<file path="config.mk">
export PLATFORM = sky130hd
export DESIGN_NAME = pipelined_cla_adder_flat
export DESIGN_NICKNAME = d
export VERILOG_FILES = /design/src/rtl/pipelined_cla_adder_if.sv /design/src/rtl/pipelined_cla_adder.sv /design/src/flat_wrapper.sv
export SDC_FILE = /design/constraint.sdc
export NUM_CORES = 1
export LEC_CHECK = 0
export ABC_AREA = 1
export ABC_CLOCK_PERIOD_IN_PS = 7600
export BUFFER_PORTS_ARGS = -buffer_cell sky130_fd_sc_hd__buf_2
export CAP_MARGIN = 20
export CELL_PAD_IN_SITES_DETAIL_PLACEMENT = 1
export CELL_PAD_IN_SITES_GLOBAL_PLACEMENT = 1
export CORE_UTILIZATION = 49
export DETAILED_ROUTE_END_ITERATION = 8
export PLACE_DENSITY = 0.85
export REMOVE_ABC_BUFFERS = 1
export SLEW_MARGIN = 20
export SYNTH_ARGS = -nofsm -noshare
export SYNTH_HDL_FRONTEND = slang
export SYNTH_SLANG_ARGS = --single-unit
</file>
<file path="constraint.sdc">
create_clock -name clk -period 7.6 [get_ports clk]
set_clock_uncertainty 0.1 [all_clocks]
set_input_delay 0.38 -clock clk [delete_from_list [all_inputs] [get_ports clk]]
set_output_delay 0.38 -clock clk [all_outputs]
set_load 0.1 [all_outputs]
</file>
<file path="src/rtl/pipelined_cla_adder_if.sv">
// Operand/result bus for pipelined_cla_adder.
//   in_valid/in_ready   : operand beat handshake (producer -> adder)
//   a, b, cin, sub      : operands, carry-in, subtract select
//   out_valid/out_ready : result beat handshake (adder -> consumer)
//   sum, cout, overflow : result, carry out of MSB, signed overflow
// The master modport is the producer/consumer side and the slave modport
// is the adder.
interface pipelined_cla_adder_if #(
    parameter int unsigned WIDTH = 16
);
    logic             in_valid;
    logic             in_ready;
    logic [WIDTH-1:0] a;
    logic [WIDTH-1:0] b;
    logic             cin;
    logic             sub;
    logic             out_valid;
    logic             out_ready;
    logic [WIDTH-1:0] sum;
    logic             cout;
    logic             overflow;

    modport master (
        output in_valid, a, b, cin, sub, out_ready,
        input  in_ready, out_valid, sum, cout, overflow
    );

    modport slave (
        input  in_valid, a, b, cin, sub, out_ready,
        output in_ready, out_valid, sum, cout, overflow
    );
endinterface

</file>
<file path="src/rtl/pipelined_cla_adder.sv">
// Pipelined carry-lookahead adder/subtractor.
// Each of the STAGES = WIDTH/GROUP pipeline stages resolves one GROUP-bit
// lookahead group and registers its carry out into the next stage.
//   clk : rising-edge clock
//   rst : synchronous active-high reset (drops all in-flight beats)
//   bus : pipelined_cla_adder_if.slave
//         sub=0 -> sum = a + b + cin ; sub=1 -> sum = a - b (cin ignored)
//         cout = carry out of MSB (1 = no borrow when subtracting)
//         overflow = carry into MSB ^ carry out of MSB
// The whole pipe advances when the output slot is empty or being consumed,
// otherwise every stage (bubbles included) holds.
module pipelined_cla_adder #(
    parameter int unsigned WIDTH = 16,
    parameter int unsigned GROUP = 4
) (
    input logic                  clk,
    input logic                  rst,
    pipelined_cla_adder_if.slave bus
);
    localparam int unsigned STAGES = WIDTH / GROUP;

    if ((WIDTH % GROUP) != 0) begin : g_width_check
        $error("pipelined_cla_adder: WIDTH must be a multiple of GROUP");
    end

    typedef logic [WIDTH-1:0] word_t;

    // Operands are kept right-aligned: each stage consumes the low GROUP
    // bits and shifts the rest down. The sum is built from the top, so
    // after STAGES shifts it sits in its natural position.
    word_t a_q     [STAGES];
    word_t a_d     [STAGES];
    word_t b_q     [STAGES];
    word_t b_d     [STAGES];
    word_t sum_q   [STAGES];
    word_t sum_d   [STAGES];
    logic  valid_q [STAGES];
    logic  valid_d [STAGES];
    logic  carry_q [STAGES];
    logic  carry_d [STAGES];
    logic  cmsb_q;
    logic  cmsb_d;

    logic             adv;
    word_t            src_a;
    word_t            src_b;
    word_t            src_s;
    logic             src_c;
    logic             src_v;
    logic [GROUP-1:0] grp_g;
    logic [GROUP-1:0] grp_p;
    logic [GROUP:0]   grp_c;

    // Flat lookahead: c[i+1] = g[i] | p[i]g[i-1] | ... | p[i..0]c0.
    // Every carry is a sum of products over g/p/c0, never a prior carry.
    function automatic logic [GROUP:0] group_carries(
        input logic [GROUP-1:0] g,
        input logic [GROUP-1:0] p,
        input logic             c0
    );
        logic [GROUP:0] c;
        logic           term;
        c    = '0;
        c[0] = c0;
        for (int unsigned i = 0; i < GROUP; i++) begin
            term = c0;
            for (int unsigned m = 0; m <= i; m++) term = term & p[m];
            c[i+1] = term;
            for (int unsigned j = 0; j <= i; j++) begin
                term = g[j];
                for (int unsigned m = j + 1; m <= i; m++) term = term & p[m];
                c[i+1] = c[i+1] | term;
            end
        end
        return c;
    endfunction

    assign adv          = !valid_q[STAGES-1] || bus.out_ready;
    assign bus.in_ready = adv;

    always_comb begin
        src_a  = '0;
        src_b  = '0;
        src_s  = '0;
        src_c  = 1'b0;
        src_v  = 1'b0;
        grp_g  = '0;
        grp_p  = '0;
        grp_c  = '0;
        cmsb_d = 1'b0;
        for (int unsigned k = 0; k < STAGES; k++) begin
            if (k == 0) begin
                src_a = bus.a;
                src_b = bus.sub ? ~bus.b : bus.b;
                src_s = '0;
                src_c = bus.sub ? 1'b1 : bus.cin;
                src_v = bus.in_valid;
            end else begin
                src_a = a_q[k-1];
                src_b = b_q[k-1];
                src_s = sum_q[k-1];
                src_c = carry_q[k-1];
                src_v = valid_q[k-1];
            end
            grp_g      = src_a[GROUP-1:0] & src_b[GROUP-1:0];
            grp_p      = src_a[GROUP-1:0] ^ src_b[GROUP-1:0];
            grp_c      = group_carries(grp_g, grp_p, src_c);
            valid_d[k] = src_v;
            a_d[k]     = src_a >> GROUP;
            b_d[k]     = src_b >> GROUP;
            sum_d[k]   = (src_s >> GROUP)
                       | (word_t'(grp_p ^ grp_c[GROUP-1:0]) << (WIDTH - GROUP));
            carry_d[k] = grp_c[GROUP];
            if (k == STAGES - 1) cmsb_d = grp_c[GROUP-1];
        end
    end

    always_ff @(posedge clk) begin
        if (rst) begin
            for (int unsigned k = 0; k < STAGES; k++) begin
                a_q[k]     <= '0;
                b_q[k]     <= '0;
                sum_q[k]   <= '0;
                valid_q[k] <= 1'b0;
                carry_q[k] <= 1'b0;
            end
            cmsb_q <= 1'b0;
        end else if (adv) begin
            for (int unsigned k = 0; k < STAGES; k++) begin
                a_q[k]     <= a_d[k];
                b_q[k]     <= b_d[k];
                sum_q[k]   <= sum_d[k];
                valid_q[k] <= valid_d[k];
                carry_q[k] <= carry_d[k];
            end
            cmsb_q <= cmsb_d;
        end
    end

    assign bus.out_valid = valid_q[STAGES-1];
    assign bus.sum       = sum_q[STAGES-1];
    assign bus.cout      = carry_q[STAGES-1];
    assign bus.overflow  = cmsb_q ^ carry_q[STAGES-1];
endmodule

</file>
<file path="src/flat_wrapper.sv">
// flat-port wrapper written by rule: the top's interface ports become plain ports
module pipelined_cla_adder_flat 
#(
    parameter int unsigned WIDTH = 16,
    parameter int unsigned GROUP = 4
)
  (clk, rst, bus_in_valid, bus_a, bus_b, bus_cin, bus_sub, bus_out_ready, bus_in_ready, bus_out_valid, bus_sum, bus_cout, bus_overflow);
  pipelined_cla_adder_if #(.WIDTH(WIDTH)) bus_i ();
  input logic clk;
  input logic rst;
  input wire logic [$bits(bus_i.in_valid)-1:0] bus_in_valid;
  input wire logic [$bits(bus_i.a)-1:0] bus_a;
  input wire logic [$bits(bus_i.b)-1:0] bus_b;
  input wire logic [$bits(bus_i.cin)-1:0] bus_cin;
  input wire logic [$bits(bus_i.sub)-1:0] bus_sub;
  input wire logic [$bits(bus_i.out_ready)-1:0] bus_out_ready;
  output wire logic [$bits(bus_i.in_ready)-1:0] bus_in_ready;
  output wire logic [$bits(bus_i.out_valid)-1:0] bus_out_valid;
  output wire logic [$bits(bus_i.sum)-1:0] bus_sum;
  output wire logic [$bits(bus_i.cout)-1:0] bus_cout;
  output wire logic [$bits(bus_i.overflow)-1:0] bus_overflow;
  assign bus_i.in_valid = bus_in_valid;
  assign bus_i.a = bus_a;
  assign bus_i.b = bus_b;
  assign bus_i.cin = bus_cin;
  assign bus_i.sub = bus_sub;
  assign bus_i.out_ready = bus_out_ready;
  assign bus_in_ready = bus_i.in_ready;
  assign bus_out_valid = bus_i.out_valid;
  assign bus_sum = bus_i.sum;
  assign bus_cout = bus_i.cout;
  assign bus_overflow = bus_i.overflow;
  pipelined_cla_adder #(.WIDTH(WIDTH), .GROUP(GROUP)) u_core (.clk(clk), .rst(rst), .bus(bus_i));
endmodule
</file>
# Word level (Yosys, flattened, before mapping)
# Memory sizes are Yosys's and may differ from the RTL's.
# Index checks and enable logic that the tools add are counted.
dict set report word_totals {
  ff_bits 1
  latchBits 0
  mem_bits_rw 168
  rom_bits 0
  inputBits 38
  out_inout_bits 20
  elab_cells 152
  n_memories 5
}
dict set report op_classes {
  addsub 0
  multipliers 0
  n_div 0
  magnitude_cmp 0
  eq_ne 0
  n_shift 0
  n_mux 27
  bitwise_logic 117
  reduce_logical 2
}
# name depth width read_ports rd_ports_with_merged_regs write_ports line_no
set memory_table {}
lappend memory_table {u_core.sum_q 4 16 4 0 4 pipelined_cla_adder.sv:35} ;# word_t sum_q [STAGES];
lappend memory_table {u_core.a_q 4 12 3 0 4 pipelined_cla_adder.sv:31} ;# word_t a_q [STAGES];
lappend memory_table {u_core.b_q 4 12 3 0 4 pipelined_cla_adder.sv:33} ;# word_t b_q [STAGES];
lappend memory_table {u_core.carry_q 4 1 4 0 4 pipelined_cla_adder.sv:39} ;# logic carry_q [STAGES];
lappend memory_table {u_core.valid_q 4 1 4 0 4 pipelined_cla_adder.sv:37} ;# logic valid_q [STAGES];
# operator count
set op_table {}
lappend op_table {{two-way mux 12 bit} 8}
lappend op_table {{two-way mux 16 bit} 5}
lappend op_table {{bitwise OR 1 bit} 60}
lappend op_table {{bitwise OR 12 x 16 -> 16 bit} 3}
lappend op_table {{AND 1 bit} 40}
lappend op_table {{XOR 4 bit} 8}
lappend op_table {{AND 4 bit} 4}
lappend op_table {{inverter 16 bit} 1}
lappend op_table {{two-way mux 1 bit} 14}
lappend op_table {{zero test 1 bit} 1}
lappend op_table {{logical OR 1 bit} 1}
lappend op_table {{XOR 1 bit} 1}

# Longest topological paths before layout
dict set report logic_depth {
  ltp_word 12
  depth_mapped 10
}

# Worst setup path after synthesis
# OpenSTA, ideal clock, no wires.
dict set report synth_timing {
  path_kind {reg-to-reg}
  start {memory u_core.valid_q[3]}
  end {memory u_core.a_q[0][0] (netlist bit) (enable)}
  setup_time_ns 1.148
  arrival_ns 3.412
  path_slack_ns 2.940
  stages_incl_launch_ff 2
  n_path_buf 0
  cell_sequence {edfxtp_1 -> nand3_1}
}
# element line_no
set synth_lines {}
lappend synth_lines {{start: declaration} pipelined_cla_adder.sv:37}
lappend synth_lines {{end: declaration} pipelined_cla_adder.sv:31}

==> qor_table.md <==
| Metric | This run |
| --- | --- |
| Quantity of hold-fixing buffers added after cts | 0 |
| Area growth, synth to finish | 12.0% |
| Vias in the first global route | 2878 |
| Synthesis-stage register bit count | 97 |
| Reg-to-reg slack, setup | 5.43 ns |
| Final Hold Viols | 0 |
| Setup_tns | 0 ns |
| Global-route wire length before repair | 13300 um |
| Synth Instances | 383 |
| Critical Setup Path Class | flop to flop |
| Number of antenna violations at the first check in global routing | 0 |
| Power Dens Cells | 223 nW/um^2 |
| Total routing usage reported by global routing | 0.184 |
| Number of placement rows | 34 |
| Launching element type of the critical path | flop |
| Die extent in x | 97.0 um |
| Arrival time reported for the critical path endpoint | 2.17 ns |
| Slowest CP cell | sky130_fd_sc_hd__nand2_4 |
| Buffers and inverters on the worst path | 1 |
| Critical path's largest stage delay | 0.61 ns |
| Number of cells upsized or downsized after cts | 0 |
| TritonCTS buffer count | 9 |
| Area taken by flip-flops and latches | 2900 um^2 |
| Routed WL | 7940 um |
| Startpoint of the worst register-to-register path | u_core.valid_q[3] |
| Area occupied by multi-input gates | 1120 um^2 |
| CP Cell Sequence | nand2_4, nand2_4, inv_2, o21ai_0, a21oi_1 |
| Number of port buffers | 57 |
| Final global-route overflow total | 0 |
| Depth of the worst register-to-register path | 5 |
| RSZ-0062 raised after global routing | false |
| Maximum number of pins on one net before global-route repair | 90 |
| Hold path start | bus_a[4] |
| Count of filler cells inserted in the layout | 958 |
| Number of nets still failing antenna checks after routing | 0 |
| Worst hold-check path type | input port to flop |
| Max frequency | 461 MHz |
| Crit path required time | 7.60 ns |
| LEAKAGE | 2.27 nW |
| Yosys warnings | 0 |
| Status | finished, final reports clean |
| Vias | 2691 |
| Max-cap violation count | 0 |
| Iteration count of the initial detailed-routing pass | 4 |
| Clock Path Buffers | 2 |
| Number of remaining DRC errors | 0 |
| Synth unique cells | 18 |
| Floorplan die height | 97.0 um |
| Share of cells above drive strength 1 | 0.177 |
| Hold depth | 3 |
| Hold Slack | 0.210 ns |
| I/O Pins | 58 |
| Number of max-slew violations in the final report | 0 |
| Number of setup violations in the final report | 0 |
| Critical-path maximum fanout | 89 |
| Root cell of the clock tree | sky130_fd_sc_hd__clkbuf_8 |
| HPWL Detailed | 5460 um |
| Core footprint | 8720 um^2 |
| Placer's final routability congestion estimate | 0.698 |
| Syn Area/Cell | 11.5 um^2 |
| Count of antenna diodes in the layout | 0 |
| Routed wirelength normalized by instance count | 14.3 um |
| Normalized max-slew margin | 0.382 |
| Clock Latency Late Sink | 0.37 ns |
| Utilization of the core after routing | 0.568 |
| Worst vdd ir | 0.0883 mV |
| Post-synthesis cell type with the largest combined area | sky130_fd_sc_hd__edfxtp_1 |
| Post-CTS Setup Repair Bufs | 0 |
| CTS tree | built |
| Synthesized area | 4420 um^2 |
| Setup crit end kind | flop |
| Min-Delay Endpoint | u_core.a_q[0][0] |
| Clock transition at the registers of the reported paths | 0.09 ns |
| Num Clock Sinks | 97 |
| Final period demand of the worst path | 2.17 ns |
| R2r endpoint | u_core.sum_q[1][14] |
| Initial drt markers | 114 |
| Most area-consuming cells after synthesis | sky130_fd_sc_hd__edfxtp_1, sky130_fd_sc_hd__nor2_1, sky130_fd_sc_hd__inv_1, sky130_fd_sc_hd__ha_1, sky130_fd_sc_hd__xnor2_1 |
| Top-area cell type share of the netlist area | 0.652 |
| H-tree levels | 3 |
| Final net count | 503 |
| Transition at the pin with the smallest max-transition slack | 0.927 ns |
| CP top delay family | simple AND/OR/NAND/NOR gates |
| Vias per std cell | 4.86 |
| Die Outline Area | 9410 um^2 |
| Portion of the post-synthesis area used by sequential elements | 0.657 |
| Most used cell, CP | sky130_fd_sc_hd__nand2_4 |
| Effective utilization at floorplan | 0.507 |
| Post-route fraction of the period consumed by the critical path | 0.286 |
## through the flow
step / power, mW / area, um^2 / setup slack [ns] / instances
global placement: 0.803 / 4780 / 5.31 / 538
floorplan: 0.772 / 4340 / 2.94 / 372
detailed placement: 0.818 / 4780 / 5.21 / 538
global route: 1.15 / 4950 / 5.28 / 554
finish: 1.10 / 4950 / 5.43 / 554
CTS: 1.11 / 4950 / 5.39 / 554
## registers in the layout, indices dropped and copies added (netlist names)
signal          cells
u_core.valid_q      4
u_core.a_q         24
u_core.b_q         24
u_core.cmsb_q       1
u_core.sum_q       40
u_core.carry_q      4
## final cells by class
cell class	count	area share
Multi-Input combinational cell	187	0.226
Sequential cell	97	0.586
Clock inverter	7	0.00961
Inverter	88	0.0667
Tap cell	108	0.0273
Clock buffer	9	0.0250
Timing Repair Buffer	58	0.0592
## how the worst max path moves through the flow
stage / start / endpoint / slack, ns / cells past startpoint
final: u_core.valid_q[3] / u_core.sum_q[1][14] / 5.43 / 5
after floorplan: u_core.valid_q[3] / u_core.a_q[0][0] / 2.94 / 1
after global routing: u_core.valid_q[3] / u_core.sum_q[1][14] / 5.28 / 5
after detailed placement: bus_sub / u_core.sum_q[0][14] / 5.21 / 9
after CTS: u_core.valid_q[3] / u_core.sum_q[0][14] / 5.39 / 2
after global placement: bus_sub / u_core.sum_q[0][14] / 5.31 / 9
## cell families after synthesis
kind of cell             Yosys count  synth area share
AND/OR/NAND/NOR                  125             0.114
XOR/XNOR                          21            0.0416
AO/OA/AOI/OAI                     17            0.0192
buffers and inverters             99            0.0934
adder cells (fa/ha/maj)           24            0.0747
flip-flops                        97             0.657
## cell usage in the layout, fill, tap and decap left out, types with 2 or more instances in the layout
| cell | Yosys | routed |
|---|---|---|
| sky130_fd_sc_hd__edfxtp_1 | 96 | 96 |
| sky130_fd_sc_hd__nand2_1 | 17 | 17 |
| sky130_fd_sc_hd__inv_2 | 3 | 3 |
| sky130_fd_sc_hd__nand3_1 | 9 | 8 |
| sky130_fd_sc_hd__nand4_1 | 4 | 4 |
| sky130_fd_sc_hd__fa_1 | 4 | 4 |
| sky130_fd_sc_hd__o21ai_0 | 9 | 9 |
| sky130_fd_sc_hd__clkbuf_8 | 0 | 9 |
| sky130_fd_sc_hd__ha_1 | 20 | 20 |
| sky130_fd_sc_hd__inv_1 | 85 | 85 |
| sky130_fd_sc_hd__clkinv_4 | 0 | 3 |
| sky130_fd_sc_hd__a21oi_1 | 8 | 8 |
| sky130_fd_sc_hd__xor2_1 | 6 | 6 |
| sky130_fd_sc_hd__nor2_1 | 93 | 93 |
| sky130_fd_sc_hd__nand2_4 | 2 | 2 |
| sky130_fd_sc_hd__clkinv_2 | 0 | 2 |
| sky130_fd_sc_hd__buf_2 | 6 | 57 |
| sky130_fd_sc_hd__xnor2_1 | 15 | 15 |
## synth_stat cells, drive strengths merged
cell / number
xor2: 6
edfxtp: 96
ha: 20
nand2: 19
fa: 4
dfxtp: 1
nand4: 4
xnor2: 15
inv: 88
nand3: 9
o21ai: 9
buf: 11
nor2: 93
a21oi: 8
## metal layers
metal	part of all wire	routed length, um	track usage
met1	0.39	3070	0.203
met2	0.56	4430	0.344
met3	0.034	266	0.0325
met4	0.021	170	0.0781
met5	0	0	0
## where the power goes
part           switching (mW)  total (mW)  leakage, nW  internal [mW]
Clock                   0.182       0.300       0.0866          0.118
Combinational           0.112       0.157         1.04         0.0452
Sequential             0.0143       0.647         1.15          0.633
Total                   0.308        1.10         2.27          0.796
## worst min-delay path: cells and delay by family
kind | cells | cell delay (ns)
buffers and inverters | 2 | 0.10
AND/OR/NAND/NOR | 1 | 0.08
Power figures use the tool's default switching activity.
